$ cat src/rtl/pe_pkg.sv
// pe_pkg: shared constants and helpers for the PE result collection path.
package pe_pkg;
    localparam int BYTE_W = 8;

    function automatic int count_w(input int depth);
        return $clog2(depth) + 1;
    endfunction

    // A FIFO entry is {last, row_data}: the tile-end flag sits above the packed row.
    function automatic int entry_w(input int array_num);
        return BYTE_W * array_num + 1;
    endfunction
endpackage

$ cat src/rtl/sync_fifo_fwft.sv
// sync_fifo_fwft: first-word-fall-through FIFO with a count register and flush.
module sync_fifo_fwft import pe_pkg::*; #(
    parameter int WIDTH = 25,
    parameter int DEPTH = 4,
    localparam int AW = $clog2(DEPTH),
    localparam int CW = count_w(DEPTH)
) (
    input  logic             iClk,
    input  logic             iRstN,
    input  logic             push,
    input  logic             pop,
    input  logic             flush,
    input  logic [WIDTH-1:0] din,
    output logic [WIDTH-1:0] dout,
    output logic [CW-1:0]    count,
    output logic             full,
    output logic             empty
);
    logic [WIDTH-1:0] mem [DEPTH];
    logic [AW-1:0]    wr_ptr, rd_ptr;
    logic             wr_en, rd_en;

    assign wr_en = push & ~flush;
    assign rd_en = pop & ~flush;
    assign full  = count == CW'(DEPTH);
    assign empty = count == '0;
    // While empty the head slot is meaningless, so show the most recently written row instead.
    assign dout  = empty ? mem[AW'(wr_ptr - AW'(1))] : mem[rd_ptr];

    always_ff @(posedge iClk or negedge iRstN) begin
        if (!iRstN) begin
            wr_ptr <= '0;
            rd_ptr <= '0;
            count  <= '0;
            for (int i = 0; i < DEPTH; i++) mem[i] <= '0;
        end else if (flush) begin
            wr_ptr <= '0;
            rd_ptr <= '0;
            count  <= '0;
        end else begin
            if (wr_en) begin
                mem[wr_ptr] <= din;
                wr_ptr      <= wr_ptr + AW'(1);
            end
            if (rd_en) rd_ptr <= rd_ptr + AW'(1);
            count <= count + CW'(wr_en) - CW'(rd_en);
        end
    end
endmodule

$ cat src/rtl/pe_result_collector.sv
// pe_result_collector: buffers finished PE rows, tags tile ends and reports dropped rows.
module pe_result_collector import pe_pkg::*; #(
    parameter int ARRAY_NUM = 3,
    parameter int DEPTH     = 4,
    parameter int CNT_W     = 8,
    localparam int DW = BYTE_W * ARRAY_NUM,
    localparam int CW = count_w(DEPTH)
) (
    input  logic             iClk,
    input  logic             iRstN,
    input  logic             iCapture,
    input  logic [DW-1:0]    iResult,
    input  logic [CNT_W-1:0] iCfsRowsPerTile,
    input  logic             iFlush,
    input  logic             iClearStatus,
    output logic             oValid,
    input  logic             iReady,
    output logic [DW-1:0]    oData,
    output logic             oLast,
    output logic [CW-1:0]    oCount,
    output logic             oOverflow
);
    logic [CNT_W-1:0] rowcnt, rows_n;
    logic [DW:0]      din, dout;
    logic             full, empty, pop, push, drop, tag_last;

    assign rows_n   = (iCfsRowsPerTile == '0) ? CNT_W'(1) : iCfsRowsPerTile;
    // >= rather than == so a shrunken tile size mid-tile still closes the tile on the next row.
    assign tag_last = rowcnt >= rows_n - CNT_W'(1);
    assign pop      = ~empty & iReady;
    assign push     = iCapture & (~full | pop);
    assign drop     = iCapture & full & ~pop & ~iFlush;
    assign din      = {tag_last, iResult};
    assign oValid   = ~empty;
    assign {oLast, oData} = dout;

    sync_fifo_fwft #(.WIDTH(entry_w(ARRAY_NUM)), .DEPTH(DEPTH)) u_fifo (
        .iClk  (iClk),
        .iRstN (iRstN),
        .push  (push),
        .pop   (pop),
        .flush (iFlush),
        .din   (din),
        .dout  (dout),
        .count (oCount),
        .full  (full),
        .empty (empty)
    );

    // The row counter follows every producer row, dropped or not, to stay tile-aligned.
    always_ff @(posedge iClk or negedge iRstN) begin
        if (!iRstN) begin
            rowcnt    <= '0;
            oOverflow <= 1'b0;
        end else begin
            if (iFlush) rowcnt <= '0;
            else if (iCapture) rowcnt <= tag_last ? '0 : rowcnt + CNT_W'(1);
            if (drop) oOverflow <= 1'b1;
            else if (iClearStatus) oOverflow <= 1'b0;
        end
    end
endmodule

$ cat config.mk
export PLATFORM = sky130hd
export DESIGN_NAME = pe_result_collector
export DESIGN_NICKNAME = d
export VERILOG_FILES = /design/src/rtl/pe_pkg.sv /design/src/rtl/sync_fifo_fwft.sv /design/src/rtl/pe_result_collector.sv
export SDC_FILE = /design/constraint.sdc
export NUM_CORES = 1
export LEC_CHECK = 0
export ABC_CLOCK_PERIOD_IN_PS = 3100
export CORE_ASPECT_RATIO = 0.9
export CORE_MARGIN = 2
export CORE_UTILIZATION = 54
export CTS_BUF_LIST = sky130_fd_sc_hd__clkbuf_2
export CTS_CLUSTER_SIZE = 8
export DETAILED_ROUTE_END_ITERATION = 12
export PLACE_DENSITY = 0.79
export SLEW_MARGIN = 20
export SYNTH_ARGS = -nofsm -noshare
export SYNTH_HDL_FRONTEND = slang
export SYNTH_SLANG_ARGS = --single-unit
$ cat constraint.sdc
create_clock -name iClk -period 3.1 [get_ports iClk]
set_input_delay 0.62 -clock iClk [delete_from_list [all_inputs] [get_ports iClk]]
set_output_delay 0.62 -clock iClk [all_outputs]
set_load 0.01 [all_outputs]
==> flow_summary.yaml, run 1 <==
global_route:
  grt_max_degree: 42
  grt_pass1_wl_mm: 24.40
  grt.overflow.total: 0
  antenna_found_initial: 0
  grt_pass1_vias: 4661
  grt_usage: 0.2339
drt:
  dr.first_iter.drc_count: 231
  firstDrtPassIters: 4
  routed_wl_mm: 14.52
  wl_per_cell_um: 19.26
  drc: 0
  drtAntennaViolNets: 0
  vias_per_cell: 5.725
  vias: 4317
layout:
  drive_gt1_frac: 0.3864
  final_core_util: 0.6343
  nFillCells: 940
  final_area_sq_mm: 0.007985
  syn_to_final_growth_pct: 15.45
  final_cell_mix: "dfrtp_1, nand2_1, mux2_4"
  num_antenna_cells: 0
  final_common_cell: "dfrtp_1"
  fin_nets: 632
setup_path:
  required_ps: 2480
  crit_type: "flip-flop to output port"
  crit_arrival_ps: 2340
  critical_path.max_fanout: 7
  cp_slowest_cell: "dfrtp_1"
  crit_family: "buffers and inverters"
  cp_slowest_stage_delay_ps: 390
  cp-end-kind: "output port"
  path_cells: "inv_1, ha_4, buf_8, mux4_2, nand2_1, nand2_1, dlygate4sd2_1"
  critPathLaunch: "u_fifo.wr_ptr[1]"
  path_common_cell: "nand2_1"
  r2r-start: "u_fifo.count[1]"
  cp_num_buf_inv: 3
  crit_path_start_kind: "flip-flop"
synthesis:
  synth_compound_area_frac: 0.02641
  synth_area_leaders: "dfrtp_1, mux2_4, mux4_2"
  synthFlopType: "dfrtp_1"
  synth_cells: 486
  ys_types: 47
  synth-async-reset-ratio: 1.000
  synth_top_family_by_area: "multiplexers"
  synth-xor-area-share: 0.01520
  synthAdderAreaFrac: 0.03184
  synth-edff-count: 0
  ys_seq_elements: 116
  muxShareOfSynthArea: 0.3705
  ys_warn_count: 0
  syn_area_per_cell_sq_um: 14.23
  synth_simple_gate_area_frac: 0.09153
  syn_nets: 541
  yosysSeqAreaShare: 0.4197
  yosys.area.top_type: "dfrtp_1"
  syn-cell-area_sq_mm: 0.006917
  synth_top_area_frac: 0.4197
place:
  numPortBuffers: 67
  dpl.hpwl_mm: 9.730
  globalplace.congestion: 0.8408
  post_dp_cell_area_sq_mm: 0.007755
timing:
  finClkSkew_ps: 23.69
  rsz0062_at_grt: "false"
  fin_crit_sh: 0.9532
  max_freq_mhz: 338.4
  hold_viol_final: 0
  worst_hold_slack_ps: 447.7
  setup_violations: 0
  fin_crit_ps: 2955
  worst-slew-pin-transition_ps: 513.8
  relSlewSlack: 0.6575
  final-max-slew-violation-count: 0
floorplan:
  die_y_um: 111.4
  ios: 68
  num_rows: 39
  core_sq_mm: 0.01259
  dieArea_sq_mm: 0.01373
  start_util: 0.5494
  die_w_um: 123.3
clock_network:
  htreeDepth: 4
  clock_tree.buffer_depth: 2
  clockRootBuffer: "clkbuf_2"
  clock_latency_ps: 660
  clk_pin_slew_ps: 170
  cts_sinks: 116
  cts_tree: "done"
  cts_made_buffers: 17
power_and_ir_drop:
  design_power_total_uw: 6303
  leakage_uw: 0.003829
  ir_worst_vdd_mv: 0.3035
  powerDensity_mw_per_mm2: 789.3
run_status:
  status: "finished clean"
hold_path:
  min_path_type: "input port to asynchronous set/reset pin"
job:
  drv_cap: 0
-- power breakdown --
part           total [uW]  switching (uW)  internal (uW)
combinational        2950            1170           1790
sequential           2500             455           2040
clock                 852             547            305
-- path summary, 6_finish.rpt --
check	to	slack (ps)	cells after the start
worst max-delay path	oData[1]	140	7
worst min-delay path	u_fifo.mem[86]	450	2
worst max register to register	u_fifo.count[2]	720	11
worst min register to register	oOverflow	540	2
max in group asynchronous	u_fifo.mem[43]	1880	3
min in group iClk	oOverflow	520	2
-- stage by stage --
| step | setup slack (ps) | instances | TNS [ps] |
|---|---|---|---|
| 6_report | 145.0 | 754 | 0 |
| 5_1_grt | 0.2081 | 754 | 0 |
| 4_1_cts | 63.26 | 754 | 0 |
| 3_5_place_dp | -296.8 | 719 | -3361 |
| 3_3_place_gp | -243.8 | 719 | -2618 |
| 2_1_floorplan | 75.55 | 486 | 0 |
-- cell type report --
| type | count | area [sq um] | share of cell area |
|---|---|---|---|
| multi-input combinational | 331 | 3722 | 0.4662 |
| sequential | 116 | 2907 | 0.3640 |
| timing repair buffer | 100 | 927.1 | 0.1161 |
| tap | 164 | 205.2 | 0.02570 |
| clock buffer | 25 | 125.1 | 0.01567 |
| clock inverter | 7 | 57.56 | 0.007208 |
| inverter | 11 | 41.29 | 0.005171 |
-- worst reg2reg max path, cell delays in order, from the launching register on --
cell	delay [ps]
dfrtp_1	490
nor3_4	280
inv_2	60
nand2_1	100
nor2_1	60
ha_1	290
inv_1	50
ha_1	200
fa_1	380
xnor2_1	200
xnor2_1	140
nor2_1	50
-- timing repair --
item                       4_1_cts  5_1_grt
pin swaps                        1        1
hold endpoints to repair        37        0
cloned                           0        0
hold buffers                     1        0
gates resized for setup         36        6
setup endpoints to repair       25        5
setup buffers                    2        0
-- metal layers --
layer,track usage,share of wire,up-vias
li1,-,-,1969
met1,0.3143,0.43,2220
met2,0.3810,0.51,118
met3,0.05482,0.051,10
met4,0.06742,0.0095,0
met5,0,0,-
-- synthesized netlist by cell type, types with 2 or more instances --
library cell	instances
dfrtp_1	116
nand2_1	89
mux2_4	80
mux4_2	50
mux2_2	20
ha_1	16
inv_1	10
buf_12	9
nor2_1	9
clkbuf_1	8
xor2_1	7
a21oi_1	6
buf_2	6
xnor2_1	5
buf_1	4
nand2_8	4
nand2b_1	3
nand3_1	3
nor2b_1	3
nor3_1	3
o21ai_0	3
o221ai_1	3
a211oi_1	2
nor3b_1	2
o21a_1	2
o31ai_1	2
-- cells by family (layout without fill, tap and decap cells) --
logic type               count (synthesis)  in the layout
buffers and inverters                   39            143
adder cells (fa/ha/maj)                 17             17
multiplexers                           151            151
XOR/XNOR                                12             12
flip-flops                             116            116
AND/OR/NAND/NOR                        127            127
AO/OA/AOI/OAI                           24             24
-- sequential cells by signal, summed over array words and instances (netlist names) --
| signal | cells |
|---|---|
| u_fifo.mem | 100 |
| rowcnt | 8 |
| u_fifo.count | 3 |
| u_fifo.rd_ptr | 2 |
| u_fifo.wr_ptr | 2 |
| oOverflow | 1 |
Power figures use the tool's default switching activity.
==> run 2, diff against run 1 <==
--- a/config.mk
+++ b/config.mk
@@ -7,7 +7,7 @@
 export LEC_CHECK = 0
 export ABC_CLOCK_PERIOD_IN_PS = 3100
 export CORE_ASPECT_RATIO = 0.9
-export CORE_MARGIN = 2
+export CORE_MARGIN = 5
 export CORE_UTILIZATION = 54
 export CTS_BUF_LIST = sky130_fd_sc_hd__clkbuf_2
 export CTS_CLUSTER_SIZE = 8
==> run 2 against run 1 <==
Final area rose by 0.58%. Critical path type unchanged. Non-clock buffer count stayed put. Flip-flop and latch count did not move. Via count up 2.4%. Sequential share of layout area is 0.21 points lower. Count of clock-buffer cells in the layout shrank 4.
==> flow_summary.yaml, run 2 (synthesis results as in run 1) <==
run_status:
  status: "finished clean"
timing:
  tns_ps: 0
  fin_crit_ps: 2984
  relSlewSlack: 0.4847
  setup_ws_ps: 116.1
  setup_violations: 0
  worst-slew-pin-transition_ps: 772.9
  hold_viol_final: 0
  fin_crit_sh: 0.9625
  final-max-slew-violation-count: 0
  rsz0062_at_grt: "true"
  max_freq_mhz: 335.1
  finClkSkew_ps: 30.74
layout:
  drive_gt1_frac: 0.4085
  final_cell_mix: "dfrtp_1, nand2_1, mux2_4"
  fin_nets: 632
  syn_to_final_growth_pct: 16.12
  largest_register: "u_fifo.mem"
  final_common_cell: "dfrtp_1"
  stdcell_count: 754
  final_core_util: 0.6355
  num_antenna_cells: 0
  largestRegisters: "u_fifo.mem (100), rowcnt (8), u_fifo.count (3)"
  final_area_sq_mm: 0.008031
  largest_reg_flops: 100
clock_network:
  cts_tree: "done"
  htreeDepth: 4
  clk_pin_slew_ps: 190
  cts_made_buffers: 17
  clockRootBuffer: "clkbuf_2"
  cts_sinks: 116
  clock_latency_ps: 660
  clock_tree.buffer_depth: 2
drt:
  drc: 0
  drtAntennaViolNets: 0
  wl_per_cell_um: 20.34
  dr.first_iter.drc_count: 293
  vias: 4421
  routed_wl_mm: 15.34
  firstDrtPassIters: 4
  vias_per_cell: 5.863
setup_path:
  path_common_cell: "nand2_1"
  cp_slowest_stage_delay_ps: 430
  crit_path_start_kind: "flip-flop"
  critPathLaunch: "u_fifo.wr_ptr[0]"
  critical_path.max_fanout: 9
  path_cells: "inv_2, ha_4, buf_4, buf_12, mux4_2, nand2_1, nand2_1, clkbuf_2"
  cp_slowest_cell: "dfrtp_2"
  cp-end-kind: "output port"
  required_ps: 2480
  crit_type: "flip-flop to output port"
  r2r-start: "u_fifo.count[1]"
  crit_arrival_ps: 2360
place:
  numPortBuffers: 67
  globalplace.congestion: 0.8076
  placedCellCount: 714
  dpl.hpwl_mm: 9.860
  dp_slack_ps: -317.8
  post_dp_cell_area_sq_mm: 0.007755
global_route:
  grt_use_met1: 0.2827
  grt_pass1_wl_mm: 24.93
  grt_pass1_vias: 4775
  grt_usage: 0.2100
  grt.overflow.total: 0
  globalRouteMet2Util: 0.3465
  grt.busiest_layer: "met2"
  grt_max_degree: 61
  antenna_found_initial: 0
  met3_usage: 0.05364
hold_path:
  min_path_type: "input port to asynchronous set/reset pin"
floorplan:
  core_sq_mm: 0.01264
  ios: 68
  dieArea_sq_mm: 0.01517
  start_util: 0.5473
  num_rows: 39
  die_y_um: 117.4
  die_w_um: 129.3
power_and_ir_drop:
  ir_worst_vdd_mv: 0.4728
  powerDensity_mw_per_mm2: 806.1
  leakage_uw: 0.003801
job:
  drv_cap: 0
run 2: cell count changes in the layout (fill, tap and decap cells not counted), moves of 2 or more:
cell	before	now
dlygate4sd2_1	21	1
clkdlybuf4s15_1	4	13
buf_2	0	4
buf_12	1	4
clkbuf_2	25	28
clkinvlp_4	0	3
buf_4	28	26
buf_8	2	0
run 2: cell type report:
| class | count | area, sq um |
|---|---|---|
| Timing Repair Buffer | 100 | 939.7 |
| Clock buffer | 21 | 105.1 |
| Sequential cell | 116 | 2907 |
| Tap cell | 164 | 205.2 |
| Clock inverter | 11 | 111.4 |
| Multi-Input combinational cell | 331 | 3722 |
| Fill cell | 929 | 4607 |
| Inverter | 11 | 41.29 |
run 2: final timing paths:
check	endpoint	slack [ps]	cells after the start
max	oData[4]	120	8
min	u_fifo.mem[7]	520	2
max reg2reg	u_fifo.count[2]	640	11
min reg2reg	u_fifo.mem[64]	550	1
max in group asynchronous	u_fifo.mem[49]	1730	3
min in group iClk	oOverflow	540	2
run 2: what timing repair did:
| action | 4_1_cts | 5_1_grt |
|---|---|---|
| hold endpoints to repair | 40 | 0 |
| setup endpoints to repair | 25 | 24 |
| setup buffers | 6 | 0 |
| gates cloned | 1 | 0 |
| resized for setup | 49 | 26 |
| pin swaps | 1 | 1 |
| hold buffers | 1 | 0 |
run 2: per-layer routing:
layer  vias to the layer above  share of wire  routed length (um)
li1                       1958              -                   -
met1                      2361           0.44                6732
met2                        91           0.51                7853
met3                        11          0.041                 629
met4                         0         0.0080                 122
met5                         -              0                   0
run 2: stage by stage:
| stage | total power [uW] | hold WS, ps |
|---|---|---|
| after detailed placement | 5629 | 508.5 |
| after global routing | 6850 | 465.8 |
| final | 6474 | 524.3 |
| after floorplan | 4497 | 324.4 |
| after CTS | 6513 | 479.5 |
| after global placement | 5488 | 502.6 |
run 2: worst max-delay path, delay by kind of cell, from the launching register on:
kind | cells | cell delay (ps)
AND/OR/NAND/NOR | 2 | 160
flip-flops | 1 | 430
buffers and inverters | 4 | 480
adder cells (fa/ha/maj) | 1 | 330
multiplexers | 1 | 290
run 2: power by group:
group / internal (uW) / switching, uW
logic: 1790 / 1220
clock network: 371 / 593
registers: 2040 / 453
==> run 3, diff against run 2 <==
--- a/config.mk
+++ b/config.mk
@@ -5,6 +5,7 @@
 export SDC_FILE = /design/constraint.sdc
 export NUM_CORES = 1
 export LEC_CHECK = 0
+export ABC_AREA = 0
 export ABC_CLOCK_PERIOD_IN_PS = 3100
 export CORE_ASPECT_RATIO = 0.9
 export CORE_MARGIN = 5
==> results of run 3 <==
Final layout, timing and power as in run 2 (identical DEF).
==> variant 1, RTL diff (settings of run 1) <==
The parameter `ARRAY_NUM` goes from 3 to 6.
--- a/src/rtl/pe_result_collector.sv
+++ b/src/rtl/pe_result_collector.sv
@@ -1,6 +1,6 @@
 // pe_result_collector: buffers finished PE rows, tags tile ends and reports dropped rows.
 module pe_result_collector import pe_pkg::*; #(
-    parameter int ARRAY_NUM = 3,
+    parameter int ARRAY_NUM = 6,
     parameter int DEPTH     = 4,
     parameter int CNT_W     = 8,
     localparam int DW = BYTE_W * ARRAY_NUM,
Ports: changed (resized iResult and oData); port bits go from 68 to 116. No check against the original RTL was run, so the function may have changed too.
==> variant 1 against run 1 <==
The run now ends with setup timing left; wire length is 110% higher; final cell count is 82% higher; die area is 63% higher; first-iteration DRC count is 140% higher; final area is 80% higher; area after synthesis is 66% higher; total power is 93% higher; synthesized cell count is 71% higher; sequential cell count is 96 higher; worst setup slack worse by 180 ps; core utilization is 5.5 points higher; sequential power is 85% higher; combinational power is 94% higher; critical path type unchanged; largest power group unchanged; highest routed layer is now met5.
==> variant 1: results (changes against run 1) <==
crit path DAT 2520 ps (+180 ps); end of the critical path oData[44]; post-synthesis mux area share 38.2% (+1.1 points); failing checks setup timing; clock skew 21.9 ps (-1.78 ps); Filler cells 1438 (+53%); Syn Nets 910 (+68%); all-layer global routing usage 27.3% (+3.9 points); number of global-route vias before repair 8531 (+83%); Crit Reg-Reg Startpoint u_fifo.count[0]$_DFF_PN0_; Compound-Gate Fraction of Synth Area 1.43% (-1.2 points); xor/xnor cell area share of the yosys netlist 0.840% (-0.68 points); outcome complete, but fails checks; Clock transition at path regs 90 ps (-80 ps); critical-path maximum fanout 8 (+1); Post-synth top cells dfrtp_1, mux2_2, nand2_1, mux4_2, clkbuf_1; Setup crit start u_fifo.wr_ptr[0]$_DFFE_PN0P_; slowest CP cell dfrtp_4; number of port buffers 115 (+72%); first-pass GRT wire length 46.8 mm (+92%); H-tree depth 2 (-2); Peak VDD IR 0.729 mV (+140%); largest net degree at the start of global routing 91 (+120%); Synth cell types 41 (-13%); HPWL after DPL 16.3 mm (+68%); path type of the worst min-delay path in -> reg; Reg2Reg Setup Slack 600 ps (-120 ps); switching portion of total power 36.5% (+2.1 points); # setup viols final 5 (+5); Static Leak 0.00660 µW (+72%); Max-slew headroom 47.3% (-18 points); initial antenna violation count 2 (+2); routed vias/inst 5.90 (+3.0%); Worst Setup Slack, final -39.0 ps (-184 ps); CTS Buf Count 54 (+37); Synth Area in Adders 1.92% (-1.3 points); nets@finish 1126 (+78%); Skew-Pair Late Insertion Delay 800 ps (+140 ps); dpl cell area 13100 µm² (+69%); DR iter-0 viols 553 (+140%); Placement Setup Slack -757 ps (-460 ps); slowest stage delay, CP 520 ps (+130 ps); gpl congestion 0.779 (-7.4%); final WL 29.8 mm (+110%); largest cells by area after synthesis dfrtp_1, mux4_2, mux2_2, nand2_1, buf_6
## variant 1: cell families (layout without fill, tap and decap cells)
kind of cell / after synthesis / in the layout
AO/OA/AOI/OAI: 26 / 26
adder cells (fa/ha/maj): 17 / 17
AND/OR/NAND/NOR: 206 / 206
flip-flops: 212 / 212
XOR/XNOR: 11 / 11
buffers and inverters: 68 / 319
multiplexers: 291 / 291
other: 0 / 2
## variant 1: routing by layer
layer  global-route usage (%)  wire, µm  vias to the layer above
met3                     5.36      1980                       50
met2                     44.7     14900                      299
met1                     37.2     12400                     4214
li1                         -         -                     3513
met5                        0        16                        -
met4                     8.52       557                        2
## variant 1: stage by stage
step,instances,setup TNS (ps)
after floorplan,831,-582
after detailed placement,1215,-8600
final,1370,-70.7
after CTS,1361,-1650
after global placement,1215,-7890
after global routing,1369,-2900
## variant 1: cell type report
cell class | count | area, µm² | share of cell area [%]
antenna | 2 | 5.00 | 0.0348
clock buffer | 80 | 400 | 2.79
clock inverter | 11 | 43.8 | 0.305
inverter | 12 | 47.5 | 0.331
multi-input combinational | 551 | 5880 | 40.9
sequential | 212 | 5320 | 37.0
tap | 286 | 358 | 2.49
timing repair buffer | 216 | 2310 | 16.1
## variant 1: worst min-delay path by stage
stage	start	endpoint	slack, ps
floorplan	iRstN	oOverflow$_DFFE_PN0P_	320
detailed placement	u_fifo.mem[146]$_DFFE_PN0P_	u_fifo.mem[146]$_DFFE_PN0P_	500
global route	iClearStatus	oOverflow$_DFFE_PN0P_	400
finish	iClearStatus	oOverflow$_DFFE_PN0P_	420
CTS	iClearStatus	oOverflow$_DFFE_PN0P_	380
global placement	u_fifo.mem[146]$_DFFE_PN0P_	u_fifo.mem[146]$_DFFE_PN0P_	480
## variant 1: power by group through the flow
| stage | Clock (µW) | Combinational (µW) | Sequential (µW) |
|---|---|---|---|
| 2_1_floorplan | 0 | 3560 | 4320 |
| 3_3_place_gp | 0 | 5280 | 4520 |
| 3_5_place_dp | 0 | 5400 | 4610 |
| 4_1_cts | 1860 | 5580 | 4560 |
| 5_1_grt | 2010 | 6130 | 4750 |
| 6_report | 1810 | 5720 | 4620 |
## variant 1: what timing repair did
action                                  CTS  global route
resized for setup                       255            42
pin swaps                                 8            26
buffers inserted                         43            14
endpoints found under the hold margin    85             0
hold buffers                              1             0
endpoints found under the setup margin   50            60
gates cloned                             11             1
==> variant 2, RTL diff (config.mk and constraints of run 1) <==
Without the edit above. One comparison of `count` changes from == to >=.
--- a/src/rtl/sync_fifo_fwft.sv
+++ b/src/rtl/sync_fifo_fwft.sv
@@ -22,7 +22,7 @@
 
     assign wr_en = push & ~flush;
     assign rd_en = pop & ~flush;
-    assign full  = count == CW'(DEPTH);
+    assign full  = count >= CW'(DEPTH);
     assign empty = count == '0;
     // While empty the head slot is meaningless, so show the most recently written row instead.
     assign dout  = empty ? mem[AW'(wr_ptr - AW'(1))] : mem[rd_ptr];
Behaviour: same outputs for any inputs over 4 cycles, from zero or initial values and one cycle with iRstN low; that may be too few to reach the edited logic, so the function may still have changed.
==> variant 2 against run 1 <==
Sequential cell count is the same; register-to-register slack lost 80 ps; clock power grew 11%; synthesized cell count grew 0.82%; largest power group unchanged; final area grew 3.3%; area after synthesis grew 0.49%; final cell count grew 2.0%; total power grew 4.1%; maximum frequency shrank 1.7%; wire length grew 7.5%; via count grew 4.9%; worst setup slack lost 51 ps.
==> variant 2: results (changes against run 1) <==
via count 4528 (+4.9%); HPWL after DPL 9.96 mm (+2.3%); crit path DAT 2390 ps (+50 ps); # diodes 0 (unchanged); first-pass GRT wire length 25.9 mm (+6.3%); register area share after synthesis 41.8% (-0.20 points); share of layout cells above drive strength 1 39.8% (+1.2 points); Syn Nets 545 (+0.74%); Yosys top cell by area dfrtp_1; number of port buffers 67 (unchanged); Filler cells 931 (-0.96%); number of global-route vias before repair 4878 (+4.7%); end of the critical path oData[13]; slowest CP cell mux4_2; overall power 6560 µW (+4.1%); Clock transition at path regs 190 ps (+20 ps); CTS root buffer clkbuf_2; CTS Buf Count 17 (unchanged); largest cells by area after synthesis dfrtp_1, mux2_4, mux4_2, nand2_1, mux2_2; Post-synth top cells dfrtp_1, nand2_1, mux2_4, mux4_2, mux2_2; path type of the worst min-delay path in -> async; met3 wire len 940 µm (+26%); all-layer global routing usage 24.8% (+1.4 points); Post-synth ARST share 100% (unchanged); clock skew 29.2 ps (+5.53 ps); Skew-Pair Late Insertion Delay 690 ps (+30 ps); initial antenna violation count 0 (unchanged); largest net degree at the start of global routing 53 (+26%); final WL 15.6 mm (+7.5%); nets@finish 647 (+2.4%); Setup crit start u_fifo.wr_ptr[0]$_DFFE_PN0P_; Mapped Cells 490 (+0.82%); DR iter-0 viols 328 (+42%); H-tree depth 4 (unchanged); Reg2Reg Setup Slack 640 ps (-80 ps); gpl congestion 0.851 (+1.2%); Peak VDD IR 0.331 mV (+9.0%); Yosys warnings 0 (unchanged); DR WL/cell 20.3 µm (+5.4%); Worst R2R Path Depth 11 (unchanged); outcome finished, final reports clean; Post-Place Cells 721 (+0.28%); metal2 WL 7.99 mm (+7.6%); Worst-Margin Slew 705 ps (+191 ps); Pre-antenna DRT Iters 4 (unchanged); critical-path maximum fanout 7 (unchanged); Static Leak 0.00388 µW (+1.3%); slowest stage delay, CP 490 ps (+100 ps); DRT met1 WL 6.54 mm (+5.3%); Synth cell types 50 (+6.4%); max layer used met4; Crit Reg-Reg Startpoint u_fifo.count[1]$_DFF_PN0_; dpl cell area 7770 µm² (+0.24%); R2R Path End u_fifo.count[2]$_DFF_PN0_
[variant 2: cell count changes in the layout (fill, tap and decap cells not counted), moves of 3 or more]
cell / delta
clkdlybuf4s15_1: +13
buf_16: +3
buf_12: +4
xor2_1: -4
buf_6: +5
xnor2_1: +3
nor4_1: +3
dlygate4sd2_1: -16
[variant 2: kinds of logic after synthesis]
logic type / synth area share (%)
compound gates: 2.36
buf+inv: 4.75
fa+ha+maj: 3.17
mux: 37.0
simple gates: 9.56
flops: 41.8
xor+xnor: 1.39
[variant 2: metrics by stage]
stage / hold WS, ps / TNS, ps / util (%) / setup WS [ps]
6_report: 495 / 0 / 65.3 / 93.8
5_1_grt: 459 / -28.1 / 65.3 / -25.3
4_1_cts: 469 / 0 / 64.5 / 7.08
3_5_place_dp: 515 / -5410 / 61.5 / -479
3_3_place_gp: 501 / -4420 / 61.5 / -391
2_1_floorplan: 324 / 0 / - / 111
[variant 2: how the worst min path moves through the flow]
stage / endpoint
floorplan: oOverflow$_DFFE_PN0P_
global placement: u_fifo.mem[2]$_DFFE_PN0P_
detailed placement: u_fifo.mem[44]$_DFFE_PN0P_
CTS: oOverflow$_DFFE_PN0P_
global route: oOverflow$_DFFE_PN0P_
finish: u_fifo.mem[76]$_DFFE_PN0P_
[variant 2: what timing repair did]
action / CTS / global route
hold buffers: 1 / 0
cloned: 2 / 0
setup endpoints to repair: 25 / 18
buffers inserted: 9 / 4
hold endpoints to repair: 49 / 0
resized for setup: 38 / 30
[variant 2: critical path: cells and delay by family, from the launching register on]
kind	cells	cell delay (ps)
buf+inv	4	630
flops	1	430
mux	1	490
simple gates	2	170
[variant 2: layout make-up]
class                      instances  area (µm²)  area share [%]
multi-input combinational        333        3740            45.3
sequential                       116        2910            35.2
timing repair buffer             111        1140            13.8
tap                              164         205            2.49
clock inverter                    12         114            1.38
clock buffer                      20         100            1.21
inverter                          13        53.8           0.652
[variant 2: routing by layer]
layer	up-vias	track usage (%)
li1	2012	-
met1	2347	33.4
met2	155	40.5
met3	14	5.99
met4	0	6.14
met5	-	0
[variant 2: power by group]
part           total (µW)  leakage (µW)  internal [µW]  switching (µW)
combinational        3140       0.00227           1890            1250
sequential           2470       0.00147           2030             445
clock                 946      0.000134            365             581
total                6560       0.00388           4280            2280
